--- config.mk ---
export PLATFORM = sky130hd
export DESIGN_NAME = traffic_sensor
export DESIGN_NICKNAME = d
export VERILOG_FILES = /design/src/rtl/traffic_sensor.sv
export SDC_FILE = /design/constraint.sdc
export NUM_CORES = 1
export LEC_CHECK = 0
export ABC_AREA = 1
export CORE_ASPECT_RATIO = 1.4
export CORE_UTILIZATION = 48
export CTS_CLUSTER_DIAMETER = 30
export CTS_CLUSTER_SIZE = 40
export DETAILED_ROUTE_END_ITERATION = 7
export HOLD_SLACK_MARGIN = 0.06
export MAX_ROUTING_LAYER = met4
export PLACE_DENSITY = 0.72
export SLEW_MARGIN = 20
export SYNTH_ARGS = -nofsm -noshare
export SYNTH_HDL_FRONTEND = slang
export SYNTH_SLANG_ARGS = --single-unit
--- constraint.sdc ---
create_clock -name clock -period 1.7 [get_ports clock]
set_input_delay 0.17 -clock clock [delete_from_list [all_inputs] [get_ports clock]]
set_output_delay 0.17 -clock clock [all_outputs]
set_load 0.02 [all_outputs]
--- src/rtl/traffic_sensor.sv ---
// EW vehicle queue sensor: synchronized, debounced loop detectors feed a saturating
// queue counter and a request FSM. Optional max-green timeout: TRAFFIC_SENSOR_MAXGREEN_EN.
module traffic_sensor #(
  parameter int DEBOUNCE = 3,
  parameter int QMAX     = 15,
  parameter int MAXGREEN = 20
) (
  input  logic       clock,
  input  logic       clear,
  input  logic       car_arrive,
  input  logic       car_depart,
  input  logic [1:0] ew,
  output logic       X,
  output logic [3:0] queue_cnt,
  output logic       overflow
);

  localparam int CW = (DEBOUNCE < 2) ? 1 : $clog2(DEBOUNCE);

  typedef enum logic [1:0] {IDLE, REQUEST, SERVE, RELEASE} state_t;

  // Index 0 is the arrival detector, index 1 the departure detector.
  logic [1:0]    meta, sync, deb, deb_d;
  logic [CW-1:0] db_cnt [2];
  logic          arrive_evt, depart_evt, green, red, timeout;
  state_t        state, next_state;

  // NOTE: sequential state uses non-blocking assignments so every flop samples pre-edge values.
  always_ff @(posedge clock or posedge clear) begin
    if (clear) begin
      meta  <= '0;
      sync  <= '0;
      deb   <= '0;
      deb_d <= '0;
      for (int i = 0; i < 2; i++) db_cnt[i] <= '0;
    end else begin
      meta  <= {car_depart, car_arrive};
      sync  <= meta;
      deb_d <= deb;
      for (int i = 0; i < 2; i++) begin
        if (sync[i] == deb[i]) begin
          db_cnt[i] <= '0;
        end else if (db_cnt[i] == CW'(DEBOUNCE - 1)) begin
          deb[i]    <= sync[i];
          db_cnt[i] <= '0;
        end else begin
          db_cnt[i] <= db_cnt[i] + 1'b1;
        end
      end
    end
  end

  assign green      = (ew == 2'd2);
  assign red        = (ew == 2'd0) || (ew == 2'd3);
  assign arrive_evt = deb[0] & ~deb_d[0];
  assign depart_evt = deb[1] & ~deb_d[1] & green;

  always_ff @(posedge clock or posedge clear) begin
    if (clear) begin
      queue_cnt <= '0;
      overflow  <= 1'b0;
    end else begin
      if (arrive_evt && !depart_evt && queue_cnt != 4'(QMAX))
        queue_cnt <= queue_cnt + 4'd1;
      else if (depart_evt && !arrive_evt && queue_cnt != 4'd0)
        queue_cnt <= queue_cnt - 4'd1;
      if (arrive_evt && queue_cnt == 4'(QMAX))
        overflow <= 1'b1;
    end
  end

`ifdef TRAFFIC_SENSOR_MAXGREEN_EN
  localparam int TW = $clog2(MAXGREEN + 1);
  logic [TW-1:0] green_timer;

  // Held at zero outside SERVE, so it starts from zero on every SERVE entry.
  always_ff @(posedge clock or posedge clear) begin
    if (clear)               green_timer <= '0;
    else if (state != SERVE) green_timer <= '0;
    else                     green_timer <= green_timer + 1'b1;
  end

  assign timeout = (state == SERVE) && (green_timer == TW'(MAXGREEN - 1));
`else
  localparam int unused_maxgreen = MAXGREEN;
  assign timeout = 1'b0;
`endif

  always_ff @(posedge clock or posedge clear) begin
    if (clear) state <= IDLE;
    else       state <= next_state;
  end

  // NOTE: next_state gets a default first so no path through the case infers a latch.
  always_comb begin
    next_state = state;
    unique case (state)
      IDLE:    if (queue_cnt != 4'd0)            next_state = REQUEST;
      REQUEST: if (green)                        next_state = SERVE;
      SERVE:   if (queue_cnt == 4'd0 || timeout) next_state = RELEASE;
      RELEASE: if (red)                          next_state = IDLE;
      default:                                   next_state = IDLE;
    endcase
  end

  assign X = (state == REQUEST) || (state == SERVE);

endmodule

### Yosys cells after proc, flatten, opt, wreduce, memory -nomap -nowiden

Cells that the tools add are included.

| operators by class | value |
|---|---|
| $add $sub $neg | 4 |
| multipliers | 0 |
| divide/modulo/power cells | 0 |
| magnitude comparators | 0 |
| equal/unequal tests | 15 |
| shifts and indexed selects | 0 |
| multiplexer cells | 11 |
| bitwise gates (word level) | 7 |
| reduce and logical (&&, ||, !) cells | 17 |

Operators by type and width:

| operator | number |
|---|---|
| 2-to-1 mux 2 bit | 8 |
| equality test 2 bit, second input constant | 6 |
| 2-to-1 mux 4 bit | 2 |
| inequality test 2 bit, second input constant | 4 |
| one-hot mux 2 bit (4 select lines) | 1 |
| logical AND 1 bit | 5 |
| adder 2 x 1 -> 2 bit, second input constant | 2 |
| adder 4 x 1 -> 4 bit, second input constant | 1 |
| equality test 4 bit, second input constant | 1 |
| zero test 2 bit | 2 |
| zero test 4 bit | 1 |
| inequality test 4 bit, second input constant | 1 |
| inverter 1 bit | 4 |
| AND reduction 2 bit | 2 |
| AND reduction 4 bit | 1 |
| nonzero test 4 bit | 1 |
| subtractor 4 x 1 -> 4 bit, second input constant | 1 |
| bitwise AND 1 bit | 3 |
| equality test 1 bit | 2 |
| equality test 2 x 1 -> 1 bit, second input constant | 1 |
| zero test 1 bit | 2 |
| logical OR 1 bit | 2 |
| nonzero test 2 bit | 1 |

| word-level totals | value |
|---|---|
| register bits after elaboration | 19 |
| latch bits | 0 |
| RAM bits | 0 |
| ROM bits | 0 |
| input bits | 6 |
| output and inout port bits | 6 |
| logic and storage cells | 64 |
| memories kept | 0 |

### Depth between registers and ports, before layout

| logic depth | value |
|---|---|
| depth in word-level cells | 7 |
| mapped depth | 12 |
| depth with buffers taken out | 12 |

### Least setup slack after synthesis

Ideal clock, no wire load.

| timing path | value |
|---|---|
| path type | reg-to-reg |
| from | register queue_cnt[0] |
| to | register queue_cnt[3] |
| arrival time | 1.638 ns |
| data required time | 1.583 ns |
| slack | -0.056 ns |
| stages on the path, launching flop included | 12 |
| path buffers | 0 |
| cells stage by stage | dfrtp_1 > nand2_1 > inv_1 > nand2_2 > nand3_4 > ha_1 > nand3_1 > nor2b_1 > nand3_1 > nand3_1 > nand2_1 > nand2_1 |

| between the ends | value |
|---|---|
| word-level cells in the longest chain between the ends | 3 |

Ends and longest elaborated chain:

| element | line | source |
|---|---|---|
| from (decl) | 14 | `output logic [3:0] queue_cnt,` |
| from (signal assigned) | 64 | `queue_cnt <= queue_cnt + 4'd1;` |
| from (signal assigned) | 66 | `queue_cnt <= queue_cnt - 4'd1;` |
| subtractor 4 x 1 -> 4 bit, or another cell as far along | 66 |  |
| 2-to-1 mux 4 bit, or another cell as far along | 65 | `else if (depart_evt && !arrive_evt && queue_cnt != 4'd0)` |
| 2-to-1 mux 4 bit or nonzero test 2 bit (tied branches) | n/a |  |

Parallel ways exist; a longest one is shown, timed or not. The select of a mux whose other input is x is not followed.
A chain may end at the register's enable or synchronous reset.

### Final worst setup path

| timing path | value |
|---|---|
| from | input ew[0] |
| to | register queue_cnt[3] |

| between the ends | value |
|---|---|
| word-level cells in the longest chain between the ends | 6 |

Ends and longest elaborated chain:

| element | line | source |
|---|---|---|
| from (decl) | 12 | `input logic [1:0] ew,` |
| equality test 2 bit (*) | 53 | `assign green = (ew == 2'd2);` |
| bitwise AND 1 bit (*) | 56 | `assign depart_evt = deb[1] & ~deb_d[1] & green;` |
| zero test 1 bit | 63 | `if (arrive_evt && !depart_evt && queue_cnt != 4'(QMAX))` |
| logical AND 1 bit (2 in series) | 63 |  |
| 2-to-1 mux 4 bit or nonzero test 2 bit (tied branches) | n/a |  |

Every way passes the cells marked *; elsewhere a longest branch is shown, timed or not.

==> results by group <==
Status
  • Status: finished, final reports clean

Yosys
  • Netlist cell types: 20
  • Avg Inst Size Synth: roughly 9.8 sq um
  • Post-Syn Area: slightly below 1000 sq um
  • Post-synthesis sequential area ratio: 0.492
  • Syn Nets: 113
  • Async set-reset flop share out of synthesis: 1.00
  • Post-synth EDFFs: 0
  • Ys flop type: dfrtp_1
  • Yosys reg bits: 19
  • Ys Warns: 0
  • Post-Synthesis Cells: 99

Power
  • Pwr Density: around 2000 nW/um^2
  • Power, Total: 2.55 mW
  • Logic pwr share: 0.609
  • Clock share of power: 0.087
  • Leak pwr: 0.640 nW
  • Internal: 1.47 mW
  • Sequential Power Share: 0.304
  • Switching share of power: 0.423
  • Max rail drop VDD: 1040 uV
  • Net Sw Power: ~1.1 mW

CTS
  • Clock sinks: 19
  • TritonCTS clock tree: built
  • CTS Root Cell: clkbuf_4
  • CTS Buf Count: 3
  • H-tree Lvls: 1
  • Clk_lat worst skew: 0.29 ns
  • Max Buffers Root-to-Sink: 2
  • Clock transition at path regs: between 0.1 and 0.15 ns

Layout
  • Layout cells sized above 1: 0.268
  • Finished Cell Area: 1290 sq um
  • Nets: 142
  • P&R area growth vs syn: 33.7%
  • Fillers: roughly 140
  • Diode count: 0
  • Post-layout util: 0.708
  • Layout Cells excl Fill: 147

Place
  • Placed cells: 141
  • Worst slack, placed: -0.416 ns
  • Post-place instance area: 1190 sq um
  • Post-DP HPWL: 1.36 mm
  • IO Port Bufs: 11
  • Routability cong.: 0.729

Die
  • Top Ports: 12
  • Die W: 39.9 microns
  • FP Rows: 18
  • Initial core utilization: 0.529
  • Die Y: ~55 microns
  • Die ar.: ~2200 sq um
  • Placeable Area: 1820 sq um

Min path
  • Hold Crit Class: input pin to async pin

GRT
  • Vias in the first global route: 665
  • Pin count of the biggest net entering global routing: 14
  • First-pass GRT wire length: 2.66 mm
  • GR Util All Layers: 0.191
  • Grt ovf: 0
  • Antenna violations before repair: 0

Worst setup path
  • Worst Path Arrival: 1.85 ns
  • Crit end category: flip-flop
  • CP top delay family: simple AND/OR/NAND/NOR gates
  • Max FO, Critical Path: 4
  • CP bufs+invs: 2
  • Crit Path Class: input pin to flip-flop
  • Critical path startpoint: ew[0]
  • Crit-path slowest cell: clkdlybuf4s50_1
  • Startpoint Class: input pin
  • WP data required: 1.89 ns
  • Slowest stage delay, CP: 0.45 ns
  • R2r setup slk: 0.07 ns
  • R2R cell count: 11
  • Cell Chain, Critical Path: clkdlybuf4s50_1 -> inv_1 -> ha_4 -> nand3_4 -> nand3_4 -> ha_4 -> nand3_2 -> nor2b_1 -> nand3_1 -> nand3_1 -> nand2_1 -> nand2_1
  • Last element of the critical path: queue_cnt[3]
  • R2R Path Start: queue_cnt[2]
  • Stages on worst setup path: 12
  • Reg-to-Reg End: queue_cnt[3]

STA
  • Slew margin rel.: 0.816
  • Final Cycle Share: 0.973
  • Slew Viols, Final: 0
  • Setup WS post-layout: 0.0458 ns
  • Final worst path period need: 1.65 ns
  • Final hold vios: 0
  • Setup skew after layout: 0.00541 ns
  • FMAX: 605 MHz
  • Final setup TNS: 0 ns
  • Worst-Margin Slew: 0.275 ns
  • RSZ-0062 raised after global routing: yes
  • Final setup fails: 0
  • Final hold slack: 0.0879 ns

Detailed routing
  • DR iter-0 viols: 2
  • Via/cell ratio: roughly 4.9
  • Routed Wire Length: 1.71 mm
  • Via count: roughly 700
  • Antenna Nets Post-Route: 0
  • DR WL/cell: 11.6 microns
  • Pre-antenna DRT Iters: 2
  • DRC violation count after routing: 0

Job
  • Max_cap viols: 0
## state kept, by name (all words and copies together), names as in the netlist
name	flops
sync	2
db_cnt	4
deb_d	2
meta	2
state	2
deb	2
overflow	1
queue_cnt	4
## layer usage
metal,up-vias,GRT usage,part of all wire
li1,363,-,-
met3,4,0.0360,0.019
met5,-,-,0
met1,343,0.189,0.39
met4,0,0.0862,0.015
met2,10,0.347,0.58
## final cells by class
| class | instances | area (sq um) | area share |
|---|---|---|---|
| Sequential cell | 19 | 479 | 0.371 |
| Clock inverter | 1 | 5.00 | 0.00388 |
| Timing Repair Buffer | 24 | 206 | 0.160 |
| Multi-Input combinational cell | 61 | 482 | 0.373 |
| Clock buffer | 3 | 22.5 | 0.0174 |
| Tap cell | 20 | 25.0 | 0.0194 |
| Inverter | 19 | 71.3 | 0.0552 |
## power by group through the flow
stage	Clock [mW]	Sequential (mW)	Combinational (mW)
global route	0.249	0.801	1.73
finish	0.223	0.776	1.56
global placement	0	0.764	1.36
CTS	0.230	0.774	1.44
detailed placement	0	0.781	1.41
floorplan	0	0.877	0.774
## cell usage after synthesis (2+ instances only)
cell type	n	area [sq um]
nor3_1	4	20.0
nand3_4	2	35.0
nand2_1	15	56.3
nand3_1	9	45.0
nor2_1	5	18.8
inv_1	19	71.3
xnor2_1	3	26.3
nand2_2	3	18.8
dfrtp_1	19	475
mux2i_1	2	20.0
o21ai_1	3	15.0
ha_1	7	87.6
## cells in the final DEF, fill, tap and decap left out, drive strengths merged
master / netlist / routed
a21oi: 1 / 1
buf: 0 / 13
clkbuf: 0 / 3
clkdlybuf4s50: 0 / 10
clkinv: 0 / 1
dfrtp: 19 / 19
dlygate4sd2: 0 / 1
fa: 1 / 1
ha: 7 / 7
inv: 19 / 19
mux2i: 2 / 2
nand2: 19 / 19
nand3: 11 / 11
nor2: 6 / 6
nor2b: 1 / 1
nor3: 4 / 4
o21ai: 3 / 3
o21bai: 1 / 1
o22ai: 1 / 1
xnor2: 3 / 3
xor2: 1 / 1
## worst min-delay path by stage
stage / end / slack, ns / cells past startpoint
after floorplan: db_cnt[0] / 0.12 / 1
after global placement: sync[0] / 0.34 / 0
after detailed placement: sync[0] / 0.34 / 0
after CTS: db_cnt[2] / 0.09 / 2
after global routing: db_cnt[2] / 0.1 / 2
final: db_cnt[2] / 0.09 / 2
## cells by family after synthesis
group	after synthesis	share of synthesized area
buf+inv	19	0.0738
mux	2	0.0207
flops	19	0.492
compound gates	6	0.0350
xor+xnor	4	0.0363
fa+ha+maj	8	0.111
simple gates	41	0.231
## repair_timing
item                                    4_1_cts  5_1_grt
setup buffers                                 0        2
hold buffers                                  0        0
endpoints found under the setup margin        3        2
gates resized for setup                       4        7
pin swaps                                     0        9
Power figures use the tool's default switching activity.
